## config.mk

```make
export PLATFORM = sky130hd
export DESIGN_NAME = debug_reg_dumper
export DESIGN_NICKNAME = d
export VERILOG_FILES = /design/src/rtl/dbg_pkg.sv /design/src/rtl/dbg_word_serializer.sv /design/src/rtl/debug_reg_dumper.sv
export SDC_FILE = /design/constraint.sdc
export NUM_CORES = 1
export LEC_CHECK = 0
export ABC_AREA = 1
export CAP_MARGIN = 20
export CORE_MARGIN = 5
export CORE_UTILIZATION = 39
export CTS_CLUSTER_SIZE = 10
export DETAILED_ROUTE_END_ITERATION = 10
export SLEW_MARGIN = 20
export SYNTH_ARGS = -nofsm -noshare
export SYNTH_HDL_FRONTEND = slang
export SYNTH_SLANG_ARGS = --single-unit
```

## constraint.sdc

```tcl
create_clock -name clk -period 2.3 [get_ports clk]
set_input_delay 0.23 -clock clk [delete_from_list [all_inputs] [get_ports clk]]
set_output_delay 0.23 -clock clk [all_outputs]
set_load 0.03 [all_outputs]
```

## src/rtl/dbg_pkg.sv

```systemverilog
// Shared state encoding and frame constants for the debug register dumper.
package dbg_pkg;

  typedef enum logic [2:0] {
    IDLE,
    HDR,
    SEND_PC,
    SEND_INST,
    ADDR,
    LOAD,
    SEND_REG,
    CSUM
  } dbg_state_t;

  localparam logic [7:0] DBG_HEADER = 8'hA5;

  // Header, pc word, inst word, one word per register, checksum byte.
  function automatic int dbg_frame_len(input int num_regs);
    return 1 + 4 + 4 + 4 * num_regs + 1;
  endfunction

endpackage

```

## src/rtl/dbg_word_serializer.sv

```systemverilog
// Emits a loaded 32-bit word as 4 bytes MSB-first under valid/ready; word_done
// marks the handshake of the 4th byte, and a load in that same cycle chains the next word.
module dbg_word_serializer (
  input  logic        clk,
  input  logic        aresetn,
  input  logic        load,
  input  logic [31:0] word,
  output logic [7:0]  data,
  output logic        valid,
  input  logic        ready,
  output logic        word_done
);

  logic [31:0] shreg;
  logic [1:0]  byte_cnt;

  assign data      = shreg[31:24];
  assign word_done = valid && ready && (byte_cnt == 2'd3);

  always_ff @(posedge clk) begin
    if (!aresetn) begin
      shreg    <= 32'd0;
      byte_cnt <= 2'd0;
      valid    <= 1'b0;
    end else if (load) begin
      shreg    <= word;
      byte_cnt <= 2'd0;
      valid    <= 1'b1;
    end else if (valid && ready) begin
      byte_cnt <= byte_cnt + 2'd1;
      // Keep the last byte in place after the word so out_data does not jump to zero.
      if (byte_cnt == 2'd3) begin
        valid <= 1'b0;
      end else begin
        shreg <= {shreg[23:0], 8'h00};
      end
    end
  end

endmodule

```

## src/rtl/debug_reg_dumper.sv

```systemverilog
// Sweeps the core debug register port and streams header, pc, inst, registers and
// an XOR checksum as a valid/ready byte frame; the core must be held during a dump.
module debug_reg_dumper
  import dbg_pkg::*;
#(
  parameter logic [7:0] HEADER   = DBG_HEADER,
  parameter int         NUM_REGS = 32,
  parameter int         SETTLE   = 1
) (
  input  logic        clk,
  input  logic        aresetn,
  input  logic        start,
  input  logic [31:0] pc_in,
  input  logic [31:0] inst_in,
  input  logic [31:0] reg_data_in,
  output logic [4:0]  reg_addr_out,
  output logic [7:0]  out_data,
  output logic        out_valid,
  input  logic        out_ready,
  output logic        busy,
  output logic        done
);

  localparam logic [4:0] LAST_IDX    = 5'(NUM_REGS - 1);
  localparam logic [7:0] SETTLE_LAST = 8'(SETTLE - 1);

  dbg_state_t  state;
  logic [31:0] snap_pc;
  logic [31:0] snap_inst;
  logic [4:0]  idx;
  logic [7:0]  settle_cnt;
  logic [7:0]  checksum;

  logic        ser_load;
  logic [31:0] ser_word;
  logic [7:0]  ser_data;
  logic        ser_valid;
  logic        ser_done;
  logic        xfer;

  dbg_word_serializer u_ser (
    .clk       (clk),
    .aresetn   (aresetn),
    .load      (ser_load),
    .word      (ser_word),
    .data      (ser_data),
    .valid     (ser_valid),
    .ready     (out_ready),
    .word_done (ser_done)
  );

  // Header and checksum bytes come straight from the FSM; all words go through the serializer.
  always_comb begin
    out_valid = ser_valid;
    out_data  = ser_data;
    if (state == HDR) begin
      out_valid = 1'b1;
      out_data  = HEADER;
    end else if (state == CSUM) begin
      out_valid = 1'b1;
      out_data  = checksum;
    end
  end

  assign xfer = out_valid && out_ready;

  always_comb begin
    ser_load = 1'b0;
    ser_word = reg_data_in;
    case (state)
      HDR: begin
        ser_load = out_ready;
        ser_word = snap_pc;
      end
      SEND_PC: begin
        ser_load = ser_done;
        ser_word = snap_inst;
      end
      LOAD:    ser_load = 1'b1;
      default: ser_load = 1'b0;
    endcase
  end

  always_ff @(posedge clk) begin
    if (!aresetn) begin
      state        <= IDLE;
      snap_pc      <= 32'd0;
      snap_inst    <= 32'd0;
      idx          <= 5'd0;
      settle_cnt   <= 8'd0;
      checksum     <= 8'd0;
      reg_addr_out <= 5'd0;
      busy         <= 1'b0;
      done         <= 1'b0;
    end else begin
      done <= 1'b0;
      if (xfer && (state != HDR) && (state != CSUM)) begin
        checksum <= checksum ^ out_data;
      end
      case (state)
        IDLE: begin
          if (start) begin
            snap_pc      <= pc_in;
            snap_inst    <= inst_in;
            busy         <= 1'b1;
            checksum     <= 8'd0;
            idx          <= 5'd0;
            reg_addr_out <= 5'd0;
            state        <= HDR;
          end
        end
        HDR: begin
          if (out_ready) state <= SEND_PC;
        end
        SEND_PC: begin
          if (ser_done) state <= SEND_INST;
        end
        SEND_INST: begin
          if (ser_done) begin
            reg_addr_out <= idx;
            settle_cnt   <= 8'd0;
            state        <= ADDR;
          end
        end
        ADDR: begin
          if (settle_cnt == SETTLE_LAST) begin
            state <= LOAD;
          end else begin
            settle_cnt <= settle_cnt + 8'd1;
          end
        end
        LOAD: state <= SEND_REG;
        SEND_REG: begin
          if (ser_done) begin
            if (idx == LAST_IDX) begin
              state <= CSUM;
            end else begin
              idx          <= idx + 5'd1;
              reg_addr_out <= idx + 5'd1;
              settle_cnt   <= 8'd0;
              state        <= ADDR;
            end
          end
        end
        CSUM: begin
          if (out_ready) begin
            state <= IDLE;
            busy  <= 1'b0;
            done  <= 1'b1;
          end
        end
        default: state <= IDLE;
      endcase
    end
  end

endmodule

```

==> run_results.csv <==
group,metric,value,unit
routing,drt.antenna.violating_nets,0,
finish,final_core_util,51.8,%
job,maxCapViolCount,0,
clocking,post_cts_buffers,0,
logic_synthesis,synthArstFlopShare,0,%
floorplanning,num_rows,46,
clocking,cts_sinks,130,
logic_synthesis,synthesis.yosys.warnings,0,
routing,drt_drc_violations_left,0,
clocking,cts_tree,"yes",
routing,dr.first_iter.drc_count,322,
run_status,run_status,"finished, final reports clean",
clocking,clock_insertion_delay_worst_skew,420,ps
power_and_ir_drop,p_per_area,1150,nW/um^2
floorplanning,die-height,136,um
logic_synthesis,count_of_flip_flops_with_a_built_in_enable_after_synthesis,0,
global_routing,use_met3,4.40,%
power_and_ir_drop,totalPowerFinal,9.34,mW
logic_synthesis,synthesis.area,6180,sq um
routing,detail_route.vias_per_cell,4.76,
finish,antenna-diode-count,0,
timing,min_period_over_period,89.7,%
routing,drt_pass1_iterations,5,
logic_synthesis,synthCells,914,
clocking,cts_inserted_buffers,17,
global_routing,grt_pass1_vias,5583,
logic_synthesis,synth-main-ff-cell,"dfxtp_1",
clocking,post_cts.resized_instances,4,
setup_path,crit_path_cell_trace,"nand2_1 > inv_2 > nand2_4 > nand2_2 > nor2_1 > nor2_2 > buf_12",
power_and_ir_drop,p_sw,3.44,mW
floorplanning,dieWidth,136,um
finish,final_stage_net_count,1124,
timing,setup_slack,237,ps
routing,post_drt_wl_per_cell,13.7,um
setup_path,path_class,"flop to output port",
global_routing,grt_antenna_before_repair,0,
floorplanning,core,15700,sq um
clocking,clkTransAtPathRegs,60,ps
setup_path,startpoint_type,"flop",
logic_synthesis,ys_seq_elements,130,
routing,route.vias.total,5922,
clocking,ctsHtreeMaxLevel,4,
timing,worstMarginPinSlew,458,ps
min_path,hold_start,"aresetn",
setup_path,critical_path_required,2070,ps
global_routing,total_global_route_track_usage,18.9,%
setup_path,critical_path.endpoint_type,"output port",
floorplanning,floorplan.io_pins,116,
finish,fillers,1592,
setup_path,timing.critical_path.max_delay_family,"simple AND/OR/NAND/NOR gates",
setup_path,r2r-start,"idx[0]",
logic_synthesis,synth_cell_type_count,32,
timing,setup_total_negative_slack,0,ps
timing,fin_worst_skew,8.03,ps
timing,timing_max_transition_violations_final,0,
finish,layout-drive-gt1-share,8.94,%
placed_design,place_hpwl,12.1,mm
power_and_ir_drop,intPower,5.89,mW
clocking,clock_path_buffers,2,
clocking,root_buffer,"clkbuf_16",
power_and_ir_drop,irDropWorstVdd,0.695,mV
timing,hold_violations,0,
timing,setup-violations-final,0,
power_and_ir_drop,p_leak,3.43,nW
global_routing,overflow,0,
setup_path,critical_path_arrival,1830,ps
placed_design,dp_slack,302,ps
global_routing,maximum_number_of_pins_on_one_net_before_global_route_repair,44,
timing,timing.final.crit_period,2060,ps
finish,syn2layout_area_growth,31.6,%
global_routing,top_usage_layer,"met2",
finish,finish.cell_count_without_fillers,1245,
power_and_ir_drop,comb_power_share,37.4,%
power_and_ir_drop,power_frac_clock,28.3,%
min_path,worstHoldPathType,"input port to flop",
setup_path,worst-path-buf-inv,2,
placed_design,numPlacedInstances,1216,
timing,grt_setup_unrepaired,"false",
floorplanning,floorplan.initialDensity,39.4,%
logic_synthesis,mappedNetlistNets,1019,
floorplanning,die_area,18500,sq um
placed_design,number_of_input_and_output_port_buffers_inserted,115,
global_routing,wire_length_of_the_first_global_routing_pass,27.9,mm
setup_path,cp-startpoint,"state[1]",
routing,totalWireLength,17.0,mm
setup_path,cp_max_fo,17,
global_routing,globalRouteMet1Util,25.8,%
power_and_ir_drop,seq_power_share,34.3,%
global_routing,use_met2,30.1,%
power_and_ir_drop,p_sw_share,36.9,%
setup_path,worst_path_largest_cell_delay,440,ps
timing,max_slew_margin,69.4,%
timing,max_freq,485,MHz
setup_path,critical_path.slowest_cell,"dfxtp_2",
logic_synthesis,sequential_fraction_of_the_synthesis_area,42.1,%
logic_synthesis,synth_area_per_cell,6.77,sq um
placed_design,globalplace.congestion,0.848,
clocking,ctsHoldBuffers,0,
-- flip-flops by register name, summed over array words and instances (netlist names) --
signal and count:
snap_inst 32, busy 1, checksum 8, done 1
u_ser.valid 1, settle_cnt 8, u_ser.byte_cnt 2, snap_pc 32
reg_addr_out 5, u_ser.shreg 32, idx 5, state 3
-- power by group through the flow --
stage | registers [mW] | clock network (mW) | logic, mW
after floorplan | 3.22 | 0 | 2.30
after detailed placement | 3.23 | 0 | 3.51
after CTS | 3.19 | 2.68 | 3.53
final | 3.20 | 2.64 | 3.49
after global routing | 3.27 | 2.80 | 3.92
after global placement | 3.22 | 0 | 3.49
-- Yosys cell counts (4+ instances only) --
master    number  area [sq um]
inv_2          8          30.0
o21ai_1       10          50.1
clkbuf_1      24          90.1
o22ai_1       14          87.6
nor2_1       157           589
buf_4          7          52.6
nand2_2        7          43.8
inv_1         70           263
o211ai_1       4          30.0
nand3_1       47           235
nand2_1      215           807
nand4_1        4          25.0
dfxtp_1      130          2600
a21oi_1       75           375
buf_6          7          78.8
ha_1           5          62.6
nor3b_1        5          37.5
buf_2         11          55.1
o21ai_0       85           425
-- tightest hold or removal path, stage by stage --
cell	delay, ps
buf_2	220
nand3_1	130
nor2_1	40
-- layout make-up --
cell class	instances	area, sq um	share of cell area, %
multi-input combinational	656	3020	37.1
clock buffer	23	488	6.00
clock inverter	6	80.1	0.984
timing repair buffer	135	1370	16.9
inverter	79	299	3.68
tap	216	270	3.32
sequential	130	2610	32.0
-- metal layers --
layer  part of all wire [%]  wire (um)
met1                     48       8170
met2                     47       8020
met3                    4.0        675
met4                    1.1        180
met5                      0          0
-- cells in the final DEF (no fill, tap or decap), types with 10 or more instances in the layout --
| cell | n |
|---|---|
| nand2_1 | 215 |
| o22ai_1 | 14 |
| buf_4 | 21 |
| o21ai_0 | 85 |
| inv_1 | 70 |
| nand3_1 | 47 |
| clkbuf_16 | 17 |
| clkdlybuf4s50_1 | 105 |
| a21oi_1 | 75 |
| dfxtp_1 | 127 |
| o21ai_1 | 10 |
| nor2_1 | 154 |
-- kinds of logic after synthesis --
| group | Yosys count | synth area share [%] |
|---|---|---|
| xor+xnor | 3 | 0.425 |
| compound gates | 197 | 17.0 |
| flops | 130 | 42.1 |
| fa+ha+maj | 5 | 1.01 |
| simple gates | 451 | 30.1 |
| buf+inv | 128 | 9.31 |
-- through the flow --
stage	instance area (sq um)	hold slack [ps]
after floorplan	6180	365
after global placement	7550	439
after detailed placement	7550	446
after CTS	8130	227
after global routing	8140	258
final	8140	247
-- path summary, 6_finish.rpt --
path | to | slack [ps] | cells past startpoint
setup / recovery | out_data[2] | 240 | 7
hold reg to reg | snap_inst[22] | 450 | 2
hold / removal | u_ser.shreg[18] | 250 | 3
setup reg to reg | reg_addr_out[3] | 440 | 11
Note: power is estimated with default switching activity, not from simulation.
==> edit, RTL diff (same flow settings) <==
Re-encode `dbg_state_t` (8 states) as one-hot, 8 bits wide.
--- a/src/rtl/dbg_pkg.sv
+++ b/src/rtl/dbg_pkg.sv
@@ -2,13 +2,13 @@
 package dbg_pkg;
 
-  typedef enum logic [2:0] {
-    IDLE,
-    HDR,
-    SEND_PC,
-    SEND_INST,
-    ADDR,
-    LOAD,
-    SEND_REG,
-    CSUM
+  typedef enum logic [7:0] {
+    IDLE      = 8'b00000001,
+    HDR       = 8'b00000010,
+    SEND_PC   = 8'b00000100,
+    SEND_INST = 8'b00001000,
+    ADDR      = 8'b00010000,
+    LOAD      = 8'b00100000,
+    SEND_REG  = 8'b01000000,
+    CSUM      = 8'b10000000
   } dbg_state_t;
 
Behaviour: same outputs for any inputs over 4 cycles, from zero or initial values and one cycle with aresetn low; so few cycles prove little.
==> edit against the original RTL <==
  * Clock skew rose by 0.0015 ns
  * Sequential cell count up 5
  * Design area up 7.1%
  * Power fell by 2.7%
  * Via count up 11%
  * Sequential power grew 2%
  * Wire length rose by 10%
  * Area after synthesis grew 9.9%
  * Largest cell class unchanged
  * Setup slack got worse by 0.081 ns
==> edit: results <==
{
  "drt-initial-drc-count": 333,
  "postPlaceCellArea_um2": 8120,
  "final_core_util": 0.507,
  "synth.distinct_cells": 36,
  "net-switching-power_w": 0.00344,
  "pre_cts_slack_ns": -0.130,
  "synth_cells": 1020,
  "hold_slack_ns": 0.230,
  "placed_cells": 1330,
  "cp_slowest_cell": "dfxtp_1",
  "viasPerCell": 4.83,
  "grt_pass1_vias": 6162,
  "layout-drive-gt1-share": 0.0975,
  "crit_start": "state[0]",
  "clock_skew_ns": 0.00957,
  "whs_endpoint": "state[7]",
  "r2r_slack_ns": 0.20,
  "mappedNetlistNets": 1125,
  "synth_xor_area_frac": 0.00387,
  "nNetsFinal": 1231,
  "r2r-start": "state[5]",
  "power.leakage_nw": 3.79,
  "synth-compound-area-share": 0.142,
  "grtUsageTotal": 0.185,
  "crit_end": "out_data[1]",
  "rr_worst_depth": 12,
  "max_stage_delay_ns": 0.33,
  "worst_pin_slew_ns": 0.712,
  "outcome": "complete, no violations"
}
-- edit: cell types whose count changed in the layout (fill, tap and decap cells not counted), sizes merged, moves of 8 or more --
cell / before / now
nor2: 163 / 246
o22ai: 14 / 0
nand2: 222 / 174
inv: 79 / 108
nand3: 50 / 93
a21oi: 77 / 69
o21ai: 96 / 112
-- edit: layout make-up --
cell class              instances  area share
flip-flops and latches        135       0.310
clock buffers                  18      0.0504
inverters                     106      0.0457
repair buffers                138       0.157
multi-input cells             728       0.390
clock inverters                13      0.0141
well taps                     225      0.0323
-- edit: per-layer routing --
| metal | vias up | global-route usage | wire, um |
|---|---|---|---|
| met5 | - | 0 | 0 |
| met4 | 0 | 0.0505 | 263 |
| met3 | 19 | 0.0467 | 1070 |
| met2 | 155 | 0.294 | 8560 |
| met1 | 2935 | 0.251 | 8910 |
| li1 | 3472 | - | - |
-- edit: what timing repair did --
action                     in CTS  in global routing
buffers inserted                1                  0
pin swaps                       1                  1
gates cloned                    0                  1
resized for setup               2                  2
setup endpoints to repair       9                 16
